**src/rtl/bitwise_logic_pipe.sv**
```systemverilog
// Single-stage bitwise ALU with a valid/ready handshake on each side.
// The ACC_AND and ACC_OR ops fold operand a across a burst that ends on in_last.
module bitwise_logic_pipe #(
  parameter int WIDTH = 8,
  parameter int CNT_W = 8
) (
  input  logic             clk,
  input  logic             rst_n,
  input  logic             in_valid,
  output logic             in_ready,
  input  logic [2:0]       op,
  input  logic [WIDTH-1:0] a,
  input  logic [WIDTH-1:0] b,
  input  logic             in_last,
  output logic             out_valid,
  input  logic             out_ready,
  output logic [WIDTH-1:0] out,
  output logic [CNT_W-1:0] out_cnt
);

  typedef enum logic {IDLE, ACCUM} state_t;

  localparam logic [2:0] OP_AND     = 3'b000;
  localparam logic [2:0] OP_OR      = 3'b001;
  localparam logic [2:0] OP_XOR     = 3'b010;
  localparam logic [2:0] OP_NAND    = 3'b011;
  localparam logic [2:0] OP_NOR     = 3'b100;
  localparam logic [2:0] OP_ACC_AND = 3'b110;

  state_t           state_q, state_d;
  logic [2:0]       burst_op_q, burst_op_d;
  logic [WIDTH-1:0] acc_q, acc_d;
  logic [CNT_W-1:0] cnt_q, cnt_d;
  logic [WIDTH-1:0] out_q, out_d;
  logic [CNT_W-1:0] out_cnt_q, out_cnt_d;
  logic             out_valid_q, out_valid_d;

  logic             in_fire;
  logic             first;
  logic [2:0]       eff_op;
  logic [WIDTH-1:0] logic_res;
  logic [WIDTH-1:0] fold;
  logic [CNT_W-1:0] beats;

  assign in_ready = !out_valid_q || out_ready;
  assign in_fire  = in_valid && in_ready;
  assign first    = (state_q == IDLE);
  // Once a burst is open the latched op wins, so a stray op cannot break it.
  assign eff_op   = first ? op : burst_op_q;

  always_comb begin
    logic_res = '0;
    case (eff_op)
      OP_AND:  logic_res = a & b;
      OP_OR:   logic_res = a | b;
      OP_XOR:  logic_res = a ^ b;
      OP_NAND: logic_res = ~(a & b);
      OP_NOR:  logic_res = ~(a | b);
      default: logic_res = ~(a ^ b);
    endcase
  end

  assign fold  = first ? a : (eff_op[0] ? (acc_q | a) : (acc_q & a));
  // Saturating beat count; the fold above still takes every beat.
  assign beats = first ? CNT_W'(1)
               : ((cnt_q == {CNT_W{1'b1}}) ? cnt_q : cnt_q + CNT_W'(1));

  always_comb begin
    state_d     = state_q;
    burst_op_d  = burst_op_q;
    acc_d       = acc_q;
    cnt_d       = cnt_q;
    out_d       = out_q;
    out_cnt_d   = out_cnt_q;
    out_valid_d = out_valid_q;
    if (out_valid_q && out_ready) begin
      out_valid_d = 1'b0;
    end
    if (in_fire) begin
      if (eff_op[2:1] == 2'b11) begin
        if (first) begin
          burst_op_d = op;
        end
        if (in_last) begin
          out_d       = fold;
          out_cnt_d   = beats;
          out_valid_d = 1'b1;
          acc_d       = '0;
          cnt_d       = '0;
          state_d     = IDLE;
        end else begin
          acc_d   = fold;
          cnt_d   = beats;
          state_d = ACCUM;
        end
      end else begin
        out_d       = logic_res;
        out_cnt_d   = CNT_W'(1);
        out_valid_d = 1'b1;
      end
    end
  end

  always_ff @(posedge clk or negedge rst_n) begin
    if (!rst_n) begin
      state_q     <= IDLE;
      burst_op_q  <= OP_ACC_AND;
      acc_q       <= '0;
      cnt_q       <= '0;
      out_q       <= '0;
      out_cnt_q   <= '0;
      out_valid_q <= 1'b0;
    end else begin
      state_q     <= state_d;
      burst_op_q  <= burst_op_d;
      acc_q       <= acc_d;
      cnt_q       <= cnt_d;
      out_q       <= out_d;
      out_cnt_q   <= out_cnt_d;
      out_valid_q <= out_valid_d;
    end
  end

  assign out       = out_q;
  assign out_cnt   = out_cnt_q;
  assign out_valid = out_valid_q;

endmodule

```
**config.mk**
```make
export PLATFORM = sky130hd
export DESIGN_NAME = bitwise_logic_pipe
export DESIGN_NICKNAME = d
export VERILOG_FILES = /design/src/rtl/bitwise_logic_pipe.sv
export SDC_FILE = /design/constraint.sdc
export NUM_CORES = 1
export LEC_CHECK = 0
export ABC_AREA = 1
export BUFFER_PORTS_ARGS = -buffer_cell sky130_fd_sc_hd__clkbuf_2
export CORE_ASPECT_RATIO = 1.1
export CORE_UTILIZATION = 44
export CTS_BUF_LIST = sky130_fd_sc_hd__clkbuf_16
export DETAILED_ROUTE_END_ITERATION = 10
export PLACE_DENSITY = 0.61
export SLEW_MARGIN = 30
export SYNTH_ARGS = -nofsm -noshare
export SYNTH_HDL_FRONTEND = slang
export SYNTH_SLANG_ARGS = --single-unit
```
**constraint.sdc**
```tcl
create_clock -name clk -period 3.1 [get_ports clk]
set_input_delay 0.62 -clock clk [delete_from_list [all_inputs] [get_ports clk]]
set_output_delay 0.62 -clock clk [all_outputs]
set_load 0.005 [all_outputs]
```
# Word-level counts from Yosys, hierarchy flattened
# Index checks and enable logic that the tools add are counted.
# Widths: inputs -> output; s select.
# word_totals
reg_bits	37
wordCells	47
# classes
add_sub_neg	1
n_eq_ne	7
mux	17
bitwise	8
reduce_logical	7
# op_table
cell	n
$mux 8	10
$pmux 8 s5	1
$not 8->8	3
$and 8x8->8	2
$or 8x8->8	2
$add 8x1->8 const B	1
$eq 8x8->1 const B	1
$xor 8x8->8	1
$eq 3x2->1 const B	2
$mux 1	5
$reduce_and 2->1	2
$eq 3x1->1 const B	1
$eq 3x3->1 const B	1
$logic_not 3->1	1
$mux 3	1
$eq 2x2->1 const B	1
$logic_and 1x1->1	2
$ne 2x2->1 const B	1
$logic_not 1->1	1
$logic_or 1x1->1	1

# Depth between registers and ports, before layout
# logic_depth
ltp_word	5
mapped_depth	12

# Worst setup path before layout
# Ideal clock, no wire load.
# synth_timing
path_type	input to register
startpoint	in out_ready
endpoint	reg out_cnt_q[2], in the netlist out_cnt[2]
setup_ns	0.121
arrival_time_ns	1.500
t_required_ns	2.979
path_slack_ns	1.479
path_stages	7
path_buffers	1
path_cell_list	inv_1 > nand2_1 > nand2_1 > inv_1 > nand2_4 > buf_6 > a22o_1
# synth_between
elab_chain_len	3
# synth_lines
item	line_no	rtl
start, declared	16	input logic out_ready,
$logic_or 1x1->1	45	assign in_ready = !out_valid_q || out_ready;
named net in_ready	10	output logic in_ready,
$logic_and 1x1->1	46	assign in_fire = in_valid && in_ready;
$reduce_and 2->1 (no line)	n/a	
end signal, assigned	119	out_cnt_q <= out_cnt_d;
end, declared	35	logic [CNT_W-1:0] out_cnt_q, out_cnt_d;
# The timed path passes the listed nets, and every way through them passes these cells.
# A chain may end at the register's enable or synchronous reset.

# Final worst setup path
# layout_timing
startpoint	reg state_q
endpoint	reg out_q[1], in the netlist out[1]
# layout_between
elab_chain_len	5
# layout_lines
item	line_no	rtl
start, declared	30	state_t state_q, state_d;
start signal, assigned	114	state_q <= state_d;
parallel branches: the longest is 5 deep, another holds $pmux 8 s5	n/a	
end signal, assigned	118	out_q <= out_d;
end, declared	34	logic [WIDTH-1:0] out_q, out_d;
# Several ways; the timed one is not identified. The select of a mux whose other input is x is not followed.

==> impl_metrics.toml <==
[sta]
worst_slew_pin_slew_ps = 855.4
setup_ws_ps = 895.9
maxSlewHeadroom_pct = 42.97
min_period_ps = 2204
slew_violations = 0
rsz0062_at_grt = "no"
finalSetupTns_ps = 0
final_hold_viol_count = 0
finClkSkew_ps = 2.014
fmax_ghz = 0.4537
setup_viol = 0
fin_crit_sh_pct = 71.10

[place]
dp_slack_ps = 890.7
port_buffers = 41
dpl.hpwl_um = 5371
gp_congestion = 0.8785

[die]
num_rows = 30
coreArea_mm2 = 0.006193
die-area_mm2 = 0.006752
ios = 42
die_x_um = 78.44
initial_core_util_pct = 45.66
die_h_um = 86.08

[synthesis]
synth_commonest_cells = "nand2_1 (107), inv_1 (68), dfrtp_1 (35), o21ai_0 (35), nand3_1 (28)"
synth-main-ff-cell = "dfrtp_1"
ys_seq_elements = 37
synth.distinct_cells = 30
yosys.area.top_type_share_pct = 30.97
synth_area_leader_cell = "dfrtp_1"
syn-instance-count = 384
synth_area_leaders = "dfrtp_1 (31%), nand2_1 (14%), inv_1 (9.0%), ha_1 (7.5%), o21ai_0 (6.2%)"
synth_fp_nets = 425
synth_edf_count = 0
synthArstFlopShare_pct = 100.0
syn_area_mm2 = 0.002828
ys.warnings.count = 0
synth.avg_cell_area_um2 = 7.364
ys_seq_area_share_pct = 32.83
synth_most_common_cell = "nand2_1"

[final_layout]
multi_input_area_mm2 = 0.001526
fin_nets = 463
syn_to_final_growth_pct = 12.30
fillers = 628
layout-drive-gt1-share_pct = 18.72
antenna_cells = 0
seqCellArea_um2 = 928.4

[global_route]
grtUsageMet1_pct = 28.55
overflow = 0
grt_pass1_vias = 2428
globalRouteTotalUtil_pct = 22.37
antenna_found_initial = 0
busiest_layer = "met2"
grt_max_degree = 38
grt_pass1_wl_um = 11740
grt_util_met2_pct = 38.92
use_met3_pct = 2.553

[clocking]
clk_pin_slew_ps = 50
cts_hold_buf = 0
cts.sinks = 37
cts_made_buffers = 5
cts_tree = "yes"
htree_levels = 2
cts.path.max_buffers = 2
clk_latency_ps = 270
cts_resized = 0
cts_root_buf = "clkbuf_16"
cts_setup_buffers = 0

[worst_setup_path]
cp-end-kind = "flip-flop"
worstPathMaxFanout = 20
cp-start-kind = "flip-flop"
path_class = "reg -> reg"
crit_arrival_ps = 2420
cp_data_required_time_ps = 3320
ff2ff_setup_slack_ps = 900

[pwr]
powerDensity_mw_per_mm2 = 749.9
p_leak_uw = 0.001775
ir_worst_vdd_uv = 294.3

[route]
wirelength_um = 7032
vias_per_cell = 5.018
vias = 2519
drt_first_pass_iters = 4
drc_errors = 0
drtIter0Drc = 171
ant_nets = 0
wl_per_cell_um = 14.01

[run_status]
outcome = "complete, no violations"

[min_path]
hp-class = "in -> async"

[job]
max_cap_violations = 0
cell usage in the layout (no fill, tap or decap), types with 5 or more instances in the layout:
master | netlist | layout
nor2_1 | 13 | 13
nand3b_1 | 7 | 7
o21ai_0 | 35 | 35
o21ai_1 | 6 | 6
nand3_1 | 28 | 28
dfrtp_1 | 35 | 35
ha_1 | 17 | 17
clkbuf_2 | 0 | 40
nand4_1 | 11 | 11
o22ai_2 | 8 | 8
nand2_1 | 107 | 107
a21oi_1 | 5 | 5
clkbuf_16 | 0 | 5
inv_1 | 68 | 69
kinds of logic after synthesis:
| logic type | share of synthesized area [%] |
|---|---|
| AO/OA/AOI/OAI | 13.63 |
| adder cells (fa/ha/maj) | 7.522 |
| buffers and inverters | 13.19 |
| flip-flops | 32.83 |
| AND/OR/NAND/NOR | 32.83 |
per-layer routing:
metal	vias to the layer above	part of all wire (%)
li1	1309	-
met1	1151	46
met5	-	0
met4	0	1.1
met3	6	3.4
met2	53	50
through the flow:
stage	area (µm²)	total power, µW	util, %	std cells	hold WS (ps)
floorplan	2828	1671	-	384	324.4
global placement	3043	1910	49.13	495	462.2
detailed placement	3043	1917	49.13	495	472.2
CTS	3176	2394	51.27	502	485.4
global route	3176	2571	51.27	502	501.6
finish	3176	2381	51.27	502	456.5
power by group:
part           leakage [µW]  switching, µW  internal [µW]  total (µW)
clock network     0.0000685            182            287         470
registers          0.000481           93.2            617         710
logic               0.00123            806            396        1200
total               0.00177           1080           1300        2380
path summary, 6_finish.rpt:
kind	from	to	cells after the start
max	state_q$_DFFE_PN0P_	out[1]$_DFFE_PN0P_	10
min reg2reg	out_cnt[3]$_DFFE_PN0P_	out_cnt[3]$_DFFE_PN0P_	2
min	rst_n	out_valid$_DFF_PN0_	1
min in group clk	out_cnt[3]$_DFFE_PN0P_	out_cnt[3]$_DFFE_PN0P_	2
max reg2reg	state_q$_DFFE_PN0P_	out[1]$_DFFE_PN0P_	10
max in group asynchronous	rst_n	cnt_q[4]$_DFFE_PN0P_	1
worst max-delay path: stages, from the launching register on:
cell,delay [ps]
dfrtp_1,470
buf_4,230
inv_6,110
nand2_2,70
nand2_4,250
nand2_8,100
nor2_8,270
nand2_2,260
o21ai_0,260
inv_1,60
nand2_1,60
layout make-up:
type                       count  share of cell area, %
clock inverter                 2                 0.2364
timing repair buffer          42                  6.698
multi-input combinational    264                  48.07
inverter                      72                  8.668
clock buffer                   5                  3.940
tap                           80                  3.152
sequential                    37                  29.24
state kept, by name (all words and copies together), names as in the netlist:
| name | count |
|---|---|
| out | 8 |
| burst_op_q | 3 |
| cnt_q | 8 |
| state_q | 1 |
| out_valid | 1 |
| acc_q | 8 |
| out_cnt | 8 |
No activity file was read; power rests on OpenSTA's default activity.
